==> src/rtl/apb_master_arbiter_if.sv <==
// Requester-side handshake and APB bus signals shared by the arbiter and its environment.
interface apb_master_arbiter_if #(
  parameter int AW = 32,
  parameter int DW = 32
);
  // requester 0 / requester 1 command channels
  logic          REQ0, WRITE0;
  logic [AW-1:0] ADDR0;
  logic [DW-1:0] WDATA0;
  logic          REQ1, WRITE1;
  logic [AW-1:0] ADDR1;
  logic [DW-1:0] WDATA1;
  // completion back to the requesters
  logic          ACK0, ACK1, ERR;
  logic [DW-1:0] RDATA;
  // APB
  logic [2:0]    PSEL;
  logic          PENABLE, PWRITE;
  logic [AW-1:0] PADDR;
  logic [DW-1:0] PWDATA;
  logic [DW-1:0] PRDATA;
  logic          PREADY, PSLVERR;

  // arbiter view: drives completions and the APB request side
  modport master (
    input  REQ0, WRITE0, ADDR0, WDATA0, REQ1, WRITE1, ADDR1, WDATA1,
    input  PRDATA, PREADY, PSLVERR,
    output ACK0, ACK1, ERR, RDATA,
    output PSEL, PENABLE, PWRITE, PADDR, PWDATA
  );

  // environment view: requesters plus APB slaves
  modport slave (
    output REQ0, WRITE0, ADDR0, WDATA0, REQ1, WRITE1, ADDR1, WDATA1,
    output PRDATA, PREADY, PSLVERR,
    input  ACK0, ACK1, ERR, RDATA,
    input  PSEL, PENABLE, PWRITE, PADDR, PWDATA
  );
endinterface

==> src/rtl/apb_master_arbiter.sv <==
// Two-requester round-robin APB master: grant, SETUP/ACCESS sequencing,
// one-hot slave decode, wait states and bounded-wait timeout.
module apb_master_arbiter #(
  parameter int AW      = 32,
  parameter int DW      = 32,
  parameter int TIMEOUT = 16
) (
  input logic HCLK,
  input logic HRESETn,            // active-high despite the name
  apb_master_arbiter_if.master bus
);
  localparam logic [1:0] S_IDLE   = 2'd0;
  localparam logic [1:0] S_SETUP  = 2'd1;
  localparam logic [1:0] S_ACCESS = 2'd2;
  localparam int CW = (TIMEOUT > 2) ? $clog2(TIMEOUT) : 1;

  logic [1:0]    state_q;
  logic          last_q, owner_q;
  logic [CW-1:0] cnt_q;
  logic          ack0_q, ack1_q, err_q, penable_q, pwrite_q;
  logic [DW-1:0] rdata_q, pwdata_q;
  logic [AW-1:0] paddr_q;
  logic [2:0]    psel_q;

  logic          c0, c1, gnt_vld, gnt_id, gnt_wr;
  logic [AW-1:0] gnt_addr;
  logic [DW-1:0] gnt_wdata;
  logic [2:0]    gnt_sel;

  // candidates exclude the requester being acknowledged this cycle;
  // on a tie the one that did not win last time gets the bus
  always_comb begin
    c0        = bus.REQ0 & ~ack0_q;
    c1        = bus.REQ1 & ~ack1_q;
    gnt_vld   = c0 | c1;
    gnt_id    = (c0 & c1) ? ~last_q : c1;
    gnt_wr    = gnt_id ? bus.WRITE1 : bus.WRITE0;
    gnt_addr  = gnt_id ? bus.ADDR1  : bus.ADDR0;
    gnt_wdata = gnt_id ? bus.WDATA1 : bus.WDATA0;
    gnt_sel   = 3'b000;
    case (gnt_addr[AW-1:AW-2])
      2'b00:   gnt_sel = 3'b001;
      2'b01:   gnt_sel = 3'b010;
      2'b10:   gnt_sel = 3'b100;
      default: gnt_sel = 3'b000;   // unmapped
    endcase
  end

  // FSM plus all registered outputs; ACK/ERR/RDATA default to a one-cycle pulse
  always_ff @(posedge HCLK or posedge HRESETn) begin
    if (HRESETn) begin
      state_q   <= S_IDLE;
      last_q    <= 1'b1;
      owner_q   <= 1'b0;
      cnt_q     <= '0;
      ack0_q    <= 1'b0;
      ack1_q    <= 1'b0;
      err_q     <= 1'b0;
      rdata_q   <= '0;
      psel_q    <= 3'b000;
      penable_q <= 1'b0;
      pwrite_q  <= 1'b0;
      paddr_q   <= '0;
      pwdata_q  <= '0;
    end else begin
      ack0_q  <= 1'b0;
      ack1_q  <= 1'b0;
      err_q   <= 1'b0;
      rdata_q <= '0;
      case (state_q)
        S_IDLE: if (gnt_vld) begin
          owner_q <= gnt_id;
          last_q  <= gnt_id;
          if (gnt_sel != 3'b000) begin
            state_q   <= S_SETUP;
            psel_q    <= gnt_sel;
            penable_q <= 1'b0;
            pwrite_q  <= gnt_wr;
            paddr_q   <= gnt_addr;
            pwdata_q  <= gnt_wr ? gnt_wdata : '0;
          end else begin
            // no slave behind this address: fail straight back to the owner
            ack0_q <= ~gnt_id;
            ack1_q <= gnt_id;
            err_q  <= 1'b1;
          end
        end
        S_SETUP: begin
          state_q   <= S_ACCESS;
          penable_q <= 1'b1;
          cnt_q     <= '0;
        end
        S_ACCESS: begin
          if (bus.PREADY || cnt_q == CW'(TIMEOUT-1)) begin
            state_q   <= S_IDLE;
            psel_q    <= 3'b000;
            penable_q <= 1'b0;
            ack0_q    <= ~owner_q;
            ack1_q    <= owner_q;
            err_q     <= bus.PREADY ? bus.PSLVERR : 1'b1;
            rdata_q   <= (bus.PREADY && !pwrite_q) ? bus.PRDATA : '0;
          end else begin
            cnt_q <= cnt_q + 1'b1;
          end
        end
        default: state_q <= S_IDLE;
      endcase
    end
  end

  assign bus.ACK0    = ack0_q;
  assign bus.ACK1    = ack1_q;
  assign bus.ERR     = err_q;
  assign bus.RDATA   = rdata_q;
  assign bus.PSEL    = psel_q;
  assign bus.PENABLE = penable_q;
  assign bus.PWRITE  = pwrite_q;
  assign bus.PADDR   = paddr_q;
  assign bus.PWDATA  = pwdata_q;
endmodule
==> src/flat_wrapper.sv <==
// flat-port wrapper written by rule: the top's interface ports become plain ports
module apb_master_arbiter_flat 
#(
  parameter int AW      = 32,
  parameter int DW      = 32,
  parameter int TIMEOUT = 16
)
  (HCLK, HRESETn, bus_REQ0, bus_WRITE0, bus_ADDR0, bus_WDATA0, bus_REQ1, bus_WRITE1, bus_ADDR1, bus_WDATA1, bus_PRDATA, bus_PREADY, bus_PSLVERR, bus_ACK0, bus_ACK1, bus_ERR, bus_RDATA, bus_PSEL, bus_PENABLE, bus_PWRITE, bus_PADDR, bus_PWDATA);
  apb_master_arbiter_if #(.AW(AW), .DW(DW)) bus_i ();
  input logic HCLK;
  input logic HRESETn;
  input wire logic [$bits(bus_i.REQ0)-1:0] bus_REQ0;
  input wire logic [$bits(bus_i.WRITE0)-1:0] bus_WRITE0;
  input wire logic [$bits(bus_i.ADDR0)-1:0] bus_ADDR0;
  input wire logic [$bits(bus_i.WDATA0)-1:0] bus_WDATA0;
  input wire logic [$bits(bus_i.REQ1)-1:0] bus_REQ1;
  input wire logic [$bits(bus_i.WRITE1)-1:0] bus_WRITE1;
  input wire logic [$bits(bus_i.ADDR1)-1:0] bus_ADDR1;
  input wire logic [$bits(bus_i.WDATA1)-1:0] bus_WDATA1;
  input wire logic [$bits(bus_i.PRDATA)-1:0] bus_PRDATA;
  input wire logic [$bits(bus_i.PREADY)-1:0] bus_PREADY;
  input wire logic [$bits(bus_i.PSLVERR)-1:0] bus_PSLVERR;
  output wire logic [$bits(bus_i.ACK0)-1:0] bus_ACK0;
  output wire logic [$bits(bus_i.ACK1)-1:0] bus_ACK1;
  output wire logic [$bits(bus_i.ERR)-1:0] bus_ERR;
  output wire logic [$bits(bus_i.RDATA)-1:0] bus_RDATA;
  output wire logic [$bits(bus_i.PSEL)-1:0] bus_PSEL;
  output wire logic [$bits(bus_i.PENABLE)-1:0] bus_PENABLE;
  output wire logic [$bits(bus_i.PWRITE)-1:0] bus_PWRITE;
  output wire logic [$bits(bus_i.PADDR)-1:0] bus_PADDR;
  output wire logic [$bits(bus_i.PWDATA)-1:0] bus_PWDATA;
  assign bus_i.REQ0 = bus_REQ0;
  assign bus_i.WRITE0 = bus_WRITE0;
  assign bus_i.ADDR0 = bus_ADDR0;
  assign bus_i.WDATA0 = bus_WDATA0;
  assign bus_i.REQ1 = bus_REQ1;
  assign bus_i.WRITE1 = bus_WRITE1;
  assign bus_i.ADDR1 = bus_ADDR1;
  assign bus_i.WDATA1 = bus_WDATA1;
  assign bus_i.PRDATA = bus_PRDATA;
  assign bus_i.PREADY = bus_PREADY;
  assign bus_i.PSLVERR = bus_PSLVERR;
  assign bus_ACK0 = bus_i.ACK0;
  assign bus_ACK1 = bus_i.ACK1;
  assign bus_ERR = bus_i.ERR;
  assign bus_RDATA = bus_i.RDATA;
  assign bus_PSEL = bus_i.PSEL;
  assign bus_PENABLE = bus_i.PENABLE;
  assign bus_PWRITE = bus_i.PWRITE;
  assign bus_PADDR = bus_i.PADDR;
  assign bus_PWDATA = bus_i.PWDATA;
  apb_master_arbiter #(.AW(AW), .DW(DW), .TIMEOUT(TIMEOUT)) u_core (.HCLK(HCLK), .HRESETn(HRESETn), .bus(bus_i));
endmodule
==> config.mk <==
export PLATFORM = sky130hd
export DESIGN_NAME = apb_master_arbiter_flat
export DESIGN_NICKNAME = d
export VERILOG_FILES = /design/src/rtl/apb_master_arbiter_if.sv /design/src/rtl/apb_master_arbiter.sv /design/src/flat_wrapper.sv
export SDC_FILE = /design/constraint.sdc
export NUM_CORES = 1
export LEC_CHECK = 0
export CAP_MARGIN = 20
export CORE_MARGIN = 3
export CORE_UTILIZATION = 35
export CTS_CLUSTER_SIZE = 16
export DETAILED_ROUTE_END_ITERATION = 8
export PLACE_DENSITY = 0.72
export RECOVER_POWER = 50
export SKIP_CTS_REPAIR_TIMING = 1
export SLEW_MARGIN = 0
export SYNTH_ARGS = -nofsm -noshare
export SYNTH_HDL_FRONTEND = slang
export SYNTH_SLANG_ARGS = --single-unit
==> constraint.sdc <==
create_clock -name HCLK -period 4.1 [get_ports HCLK]
set_input_delay 0.82 -clock HCLK [delete_from_list [all_inputs] [get_ports HCLK]]
set_output_delay 0.82 -clock HCLK [all_outputs]
set_load 0.02 [all_outputs]
-- Word level (Yosys, flattened, before mapping)
Cells that the tools add are included.
- register bits: 112
- input port bits: 168
- output and inout bits: 104
- add/subtract/negate cells: 1
- equality and inequality tests: 9
- multiplexer cells: 36
- bitwise operators: 9
- reduce and logical (&&, ||, !) cells: 15
- operator list (kind ; count):
    $mux 32 ; 6
    $mux 1 ; 15
    $mux 3 ; 3
    $pmux 3 s3 ; 1
    $pmux 4 s2 ; 1
    $reduce_and 4->1 ; 2
    $mux 2 ; 3
    $ne 2x1->1 const B ; 3
    $pmux 1 s2 ; 3
    $pmux 2 s3 ; 1
    $pmux 3 s2 ; 1
    $reduce_and 3->1 ; 2
    $reduce_bool 3->1 ; 2
    $not 1->1 ; 5
    $add 4x1->4 const B ; 1
    $eq 2x1->1 const B ; 2
    $eq 2x2->1 const B ; 2
    $eq 4x4->1 const B ; 1
    $logic_not 2->1 ; 2
    $mux 4 ; 1
    $reduce_and 2->1 ; 2
    $reduce_bool 2->1 ; 2
    $and 1x1->1 ; 3
    $pmux 1 s3 ; 1
    5 further kinds ; 5

-- Depth between registers and ports, before layout
Gate-level depths: netlist of the first run.
- depth after elaboration: 11
- gate-level depth with buffers: 6

-- Worst setup path before layout of the first run
No wires, ideal clock.
- path type: input to register
- from: input port bus_REQ1
- to: register u_core.paddr_q[10] (netlist: u_core.bus.PADDR[10])
- library setup time: 0.125 ns
- data arrival time: 2.071 ns
- data required time: 3.975 ns
- path slack: 1.904 ns
- stages on the path: 6
- cells stage by stage: nor2b_4 > o21ai_4 > or3_4 > clkinv_8 > buf_12 > mux2_4
- cells in the longest elaborated chain, start to end: 8
- RTL lines (what ; RTL line ; RTL):
    start: declaration ; flat_wrapper.sv:16 ; input wire logic [$bits(bus_i.REQ1)-1:0] bus_REQ1;
    $and 1x1->1 (*) ; apb_master_arbiter.sv:34 ; c1 = bus.REQ1 & ~ack1_q;
    $and 1x1->1 ; apb_master_arbiter.sv:36 ; gnt_id = (c0 & c1) ? ~last_q : c1;
    $mux 1 ; apb_master_arbiter.sv:36 ;
    $mux 32 ; apb_master_arbiter.sv:38 ; gnt_addr = gnt_id ? bus.ADDR1 : bus.ADDR0;
    $eq 2x2->1 (tied with other cells) ; apb_master_arbiter.sv:41 ; case (gnt_addr[AW-1:AW-2])
    $pmux 3 s3 ; apb_master_arbiter.sv:41 ;
    $reduce_bool 3->1 ; apb_master_arbiter.sv:74 ; if (gnt_sel != 3'b000) begin
    $reduce_and 3->1 (no source line) ; n/a ;
    end signal: assignment ; apb_master_arbiter.sv:79 ; paddr_q <= gnt_addr;
    end: declaration ; apb_master_arbiter.sv:22 ; logic [AW-1:0] paddr_q;
Every way passes the cells marked *; elsewhere a longest branch is shown, timed or not.
A chain may end at the register's enable or synchronous reset.

-- Worst setup path in the final report of the first run
- from: input port bus_REQ0
- to: register u_core.paddr_q[24] (netlist: u_core.bus.PADDR[24])
- cells in the longest elaborated chain, start to end: 8
- RTL lines (what ; RTL line ; RTL):
    start: declaration ; flat_wrapper.sv:12 ; input wire logic [$bits(bus_i.REQ0)-1:0] bus_REQ0;
    $and 1x1->1 (*) ; apb_master_arbiter.sv:33 ; c0 = bus.REQ0 & ~ack0_q;
    $and 1x1->1 ; apb_master_arbiter.sv:36 ;
    $mux 1 ; apb_master_arbiter.sv:36 ;
    $mux 32 ; apb_master_arbiter.sv:38 ;
    $eq 2x2->1 (tied with other cells) ; apb_master_arbiter.sv:41 ;
    $pmux 3 s3 ; apb_master_arbiter.sv:41 ;
    $reduce_bool 3->1 ; apb_master_arbiter.sv:74 ;
    $reduce_and 3->1 (no source line) ; n/a ;
Marked as above.

==> results_dict.tcl, run 1 <==
set metrics [dict create \
    status "complete, but fails checks" \
    violations "max-capacitance violations, max-slew violations" \
    synth_area_per_cell_um2 14.6 \
    track_usage 0.169 \
    hold_viol_final 0 \
    synth_mux_area_frac 0.213 \
    clk_pin_slew_ps 70 \
    tns_ps 0 \
    overflow 0 \
    synth_seq_cells 112 \
    drtPass1Iterations 4 \
    setup_ws_ps 734 \
    period_minus_slack_ps 3370 \
    setup_violations 0 \
    yosys_warnings 0 \
    end_kind "register" \
    worstReg2RegStart "u_core.bus.ACK1" \
    max_slew_margin -0.560 \
    wire_per_inst_um 17.2 \
    core_area_um2 14600 \
    yosys.area_share.simple 0.0793 \
    hold_path_startpoint "u_core.bus.PADDR[30]" \
    crit_family "buffers and inverters" \
    drc 0 \
    syn_to_final_growth_pct 58.3 \
    mostFrequentLayoutCell "clkdlybuf4s50_1" \
    stdcell_count 815 \
    synth_cells 360 \
    synth_edf_count 0 \
    gp_congestion 0.834 \
    fin_crit_sh 0.821 \
    fin_nets 795 \
    critPathLaunchType "input pin" \
    antennaDiodeCount 0 \
    finalHoldWorstSlack_ps 484 \
    routed_wirelength_um 14100 \
    grt_pass1_vias 4093 \
    die_w_um 129 \
    fin_skew_ps 10.0 \
    peakVddDrop_mv 0.272 \
    slowest_delay_ps 680 \
    clockRootBuffer "clkbuf_16" \
    crit_path_max_fanout 38 \
    postRouteAntennaNets 0 \
    layout_common_cells "clkdlybuf4s50_1 (259), dfrtp_1 (111), mux2i_1 (34)" \
    clk_latency_ps 350 \
    synth-xor-area-share 0.00167 \
    utilization 0.570 \
    power_mw 5.27 \
    num_io_pins 272 \
    synth_top_family_by_area "multiplexers" \
    rows 44 \
    path_cells "dlygate4sd3_1 > nor2b_1 > o21ai_0 > or3_4 > clkinv_8 > mux2_4" \
    final_cell_area_um2 8320 \
    post_dp_cell_area_um2 8050 \
    synth_nets 529 \
    crit_arrival_ps 3600 \
    timing.fmax_ghz 0.297 \
    path_buf_inv 2 \
    dp_cells 799 \
    cts_buffers 9 \
    rsz0062_at_grt "false" \
    synthAdderAreaFrac 0.00238 \
    vias_per_cell 4.70 \
    antenna_found_initial 0 \
    initial_utilization 0.360 \
    dp_hpwl_um 10700 \
    vias 3831 \
    grt_pass1_wl_um 21700 \
    h-tree-depth 3 \
    hp-class "register to register" \
    critPathRequiredTime_ps 4330 \
    drive_above_1_share 0.190 \
    grt_max_degree 62 \
    ys.flop_type "dfrtp_1" \
    synth_compound_area_frac 0.125 \
    clk_path_buf_depth 2 \
    synth_seq_area_share 0.533 \
    io_buffers 271 \
    cp-startpoint "bus_REQ0" \
    power.static_leakage_nw 3.60 \
    synth_cell_types 52 \
    drv_slew 61 \
    synthArstFlopShare 1.00 \
    clock-sinks 112 \
    cts_tree "built" \
    drt_iter0_drc 105 \
    cap_violations 1 \
    critPathKind "input pin to register" \
    die_area_um2 16500 \
    powerDensity_nw_per_um2 634 \
    die_h_um 129 \
    fillerInstances 1171 \
    slowest_stage "or3_4" \
    syn-cell-area_um2 5260 \
    dp_slack_ps 767 \
    tightest_slew_ps 2340 \
]
[final timing paths]
kind                                    endpoint  cells after the start  slack [ps]
min in group asynchronous        u_core.bus.ACK1                      2        1580
min reg2reg                 u_core.bus.PADDR[30]                      1         480
max reg2reg                 u_core.bus.PADDR[24]                      5        1370
min                         u_core.bus.PADDR[30]                      1         480
max                         u_core.bus.PADDR[24]                      6         730
max in group asynchronous  u_core.bus.PWDATA[27]                      2        1170
[sequential cells by signal, summed over array words and instances (netlist names)]
register,count
u_core.bus.ACK0,1
u_core.bus.ACK1,1
u_core.bus.ERR,1
u_core.bus.PADDR,32
u_core.bus.PENABLE,1
u_core.bus.PSEL,3
u_core.bus.PWDATA,32
u_core.bus.PWRITE,1
u_core.bus.RDATA,32
u_core.cnt_q,4
u_core.last_q,1
u_core.owner_q,1
u_core.state_q,2
[cell families (layout without fill, tap and decap cells)]
logic type	Yosys count	count (layout)
adders and majority gates	1	1
AOI/OAI and AO/OA	57	57
muxes	94	94
xor gates and xnor gates	1	1
buffers and inverters	27	298
and+or+nand+nor	68	68
DFF	112	112
[worst register-to-register path, cell delays in order, from the launching register on]
cell      delay, ps
dfrtp_1         430
nor2b_4          90
o21ai_0         630
or3_4           680
clkinv_8        380
mux2_4          400
[power by group]
part / switching (mW) / internal, mW
logic: 1.24 / 1.42
clock network: 0.413 / 0.436
registers: 0.259 / 1.50
[cells in the mapped netlist (2+ instances only)]
library cell / instances / area (um2)
a21o_1: 2 / 15.0
a21oi_1: 2 / 10.0
and2_1: 32 / 200
and3_1: 2 / 12.5
buf_12: 6 / 120
buf_2: 5 / 25.0
buf_4: 4 / 30.0
clkbuf_1: 4 / 15.0
dfrtp_1: 111 / 2780
inv_1: 6 / 22.5
mux2_2: 33 / 372
mux2_4: 27 / 405
mux2i_1: 34 / 340
nand2_1: 7 / 26.3
nand2b_1: 4 / 25.0
nand3_1: 4 / 20.0
nor2_1: 4 / 15.0
nor2b_1: 3 / 18.8
o21ai_0: 6 / 30.0
o22ai_1: 2 / 12.5
o2bb2ai_1: 2 / 17.5
o2bb2ai_2: 30 / 450
[routing by layer]
layer,track usage,vias up,share of wire
met1,0.192,1816,0.38
met3,0.0668,14,0.11
met2,0.291,175,0.49
met4,0.0581,0,0.014
met5,0,-,0
li1,-,1826,-
[final cells by class]
type	instances	area, um2	area share
Inverter	7	38.8	0.00466
Clock inverter	6	50.0	0.00602
Sequential cell	112	2800	0.337
Clock buffer	10	239	0.0287
Tap cell	184	230	0.0277
Multi-Input combinational cell	221	2210	0.265
Timing Repair Buffer	275	2750	0.331
Note: power is estimated with default switching activity, not from simulation.
==> inputs of run 2 (changes only) <==
--- a/config.mk
+++ b/config.mk
@@ -10,7 +10,7 @@
 export CORE_UTILIZATION = 35
 export CTS_CLUSTER_SIZE = 16
 export DETAILED_ROUTE_END_ITERATION = 8
-export PLACE_DENSITY = 0.72
+export PLACE_DENSITY = 0.75
 export RECOVER_POWER = 50
 export SKIP_CTS_REPAIR_TIMING = 1
 export SLEW_MARGIN = 0
==> constraint.sdc (replaced) <==
create_clock -name HCLK -period 2.9 [get_ports HCLK]
set_input_delay 0.58 -clock HCLK [delete_from_list [all_inputs] [get_ports HCLK]]
set_output_delay 0.58 -clock HCLK [all_outputs]
set_load 0.02 [all_outputs]
==> results_dict.tcl, run 2 (same netlist as run 1, synthesis figures left out) <==
set metrics [dict create \
    status "finished clean" \
    critPathLaunchType "input pin" \
    combPwrFrac 0.512 \
    setup_ws_ps 506 \
    slowest_stage "dlygate4sd3_1" \
    gp_congestion 0.794 \
    power.static_leakage_nw 3.63 \
    die_h_um 129 \
    hp-class "register to register" \
    tightest_slew_ps 1330 \
    mostFrequentLayoutCell "clkdlybuf4s50_1" \
    timing.fmax_ghz 0.418 \
    vias 3897 \
    path_cells "dlygate4sd3_1 > nor2b_4 > o21ai_4 > or3_4 > buf_4 > a31o_1" \
    drtPass1Iterations 4 \
    cap_violations 0 \
    antennaDiodeCount 0 \
    fillerInstances 1231 \
    ff_latch_area_um2 2800 \
    slowest_delay_ps 590 \
    peakVddDrop_mv 0.405 \
    clock-sinks 112 \
    antenna_found_initial 0 \
    critPathRequiredTime_ps 3130 \
    io_buffers 271 \
    powerDensity_nw_per_um2 890 \
    routed_wirelength_um 14300 \
    core_area_um2 14600 \
    overflow 0 \
    dp_slack_ps 195 \
    die_w_um 129 \
    grt_pass1_wl_um 22000 \
    end_kind "register" \
    drc 0 \
    initial_utilization 0.360 \
    rsz0062_at_grt "false" \
    die_area_um2 16500 \
    hold_viol_final 0 \
    max_slew_margin 0.110 \
    crit_arrival_ps 2630 \
    syn_to_final_growth_pct 59.3 \
    tns_ps 0 \
    h-tree-depth 3 \
    grt_max_degree 46 \
    swShare 0.361 \
    utilization 0.574 \
    critPathKind "input pin to register" \
    fin_crit_sh 0.826 \
    post_dp_cell_area_um2 8120 \
    crit_family "buffers and inverters" \
    clk_pin_slew_ps 70 \
    layout_common_cells "clkdlybuf4s50_1 (258), dfrtp_1 (111), mux2i_1 (34)" \
    vias_per_cell 4.75 \
    clk_latency_ps 340 \
    cts_tree "built" \
    p_clk_frac 0.154 \
    grt_pass1_vias 4154 \
    crit_path_max_fanout 37 \
    track_usage 0.170 \
    period_minus_slack_ps 2390 \
    rows 44 \
    p_seq_frac 0.334 \
    drive_above_1_share 0.195 \
    multi_input_area_um2 2220 \
    drv_slew 0 \
    clockRootBuffer "clkbuf_16" \
    drt_iter0_drc 74 \
    p_switching_mw 2.69 \
    stdcell_count 820 \
    fin_nets 800 \
    cts_buffers 9 \
    postRouteAntennaNets 0 \
    setup_violations 0 \
    final_cell_area_um2 8370 \
    fin_skew_ps 5.79 \
    dp_hpwl_um 11300 \
    clk_path_buf_depth 2 \
    dp_cells 804 \
    num_io_pins 272 \
    path_buf_inv 2 \
    cell_internal_pwr_mw 4.76 \
    wire_per_inst_um 17.5 \
]
run 2: cell types whose count changed in the layout (fill, tap and decap cells not counted), moves of 2 or more:
cell        previous run  this run
and2_1                 8        10
buf_12                 1         3
clkinvlp_4             4         0
clkbuf_1               1         4
and2_0                24        22
buf_4                  2         5
clkinv_4               0         2
run 2: metrics by stage:
step                hold slack (ps)  power (mW)
floorplan                       427        4.89
global placement                466        6.31
detailed placement              470        6.40
CTS                             491        7.59
global route                    516        7.88
finish                          486        7.45
run 2: worst reg2reg max path: stages, from the launching register on:
cell and delay (ps):
dfstp_2 540, nand3b_1 220, nand2_4 450, buf_4 280, mux2i_1 350, mux2i_1 110
run 2: final cells by class:
cell class / instances / share of cell area
timing repair buffer: 280 / 0.336
sequential: 112 / 0.335
multi-input combinational: 221 / 0.265
clock buffer: 12 / 0.0282
tap: 184 / 0.0275
inverter: 7 / 0.00478
clock inverter: 4 / 0.00374
run 2: final timing paths:
kind,from,to,slack [ps],cells after the start
max,bus_REQ1,u_core.bus.PSEL[1],510,6
min,u_core.last_q,u_core.last_q,490,2
max reg2reg,u_core.last_q,u_core.bus.PSEL[2],810,5
min reg2reg,u_core.last_q,u_core.last_q,490,2
max in group asynchronous,HRESETn,u_core.bus.PADDR[12],1140,3
min in group asynchronous,HRESETn,u_core.bus.PADDR[17],980,2
run 2: power by group through the flow:
stage / combinational [mW] / clock [mW] / sequential [mW]
after floorplan: 1.78 / 0 / 3.11
after global placement: 3.80 / 0 / 2.51
after detailed placement: 3.89 / 0 / 2.51
after CTS: 3.90 / 1.19 / 2.50
after global routing: 4.06 / 1.26 / 2.56
final: 3.82 / 1.15 / 2.49
run 2: per-layer routing:
metal | up-vias | global-route usage | part of all wire
met5 | - | 0 | 0
met4 | 0 | 0.0537 | 0.012
met2 | 194 | 0.296 | 0.49
met1 | 1849 | 0.191 | 0.38
met3 | 14 | 0.0689 | 0.12
li1 | 1840 | - | -
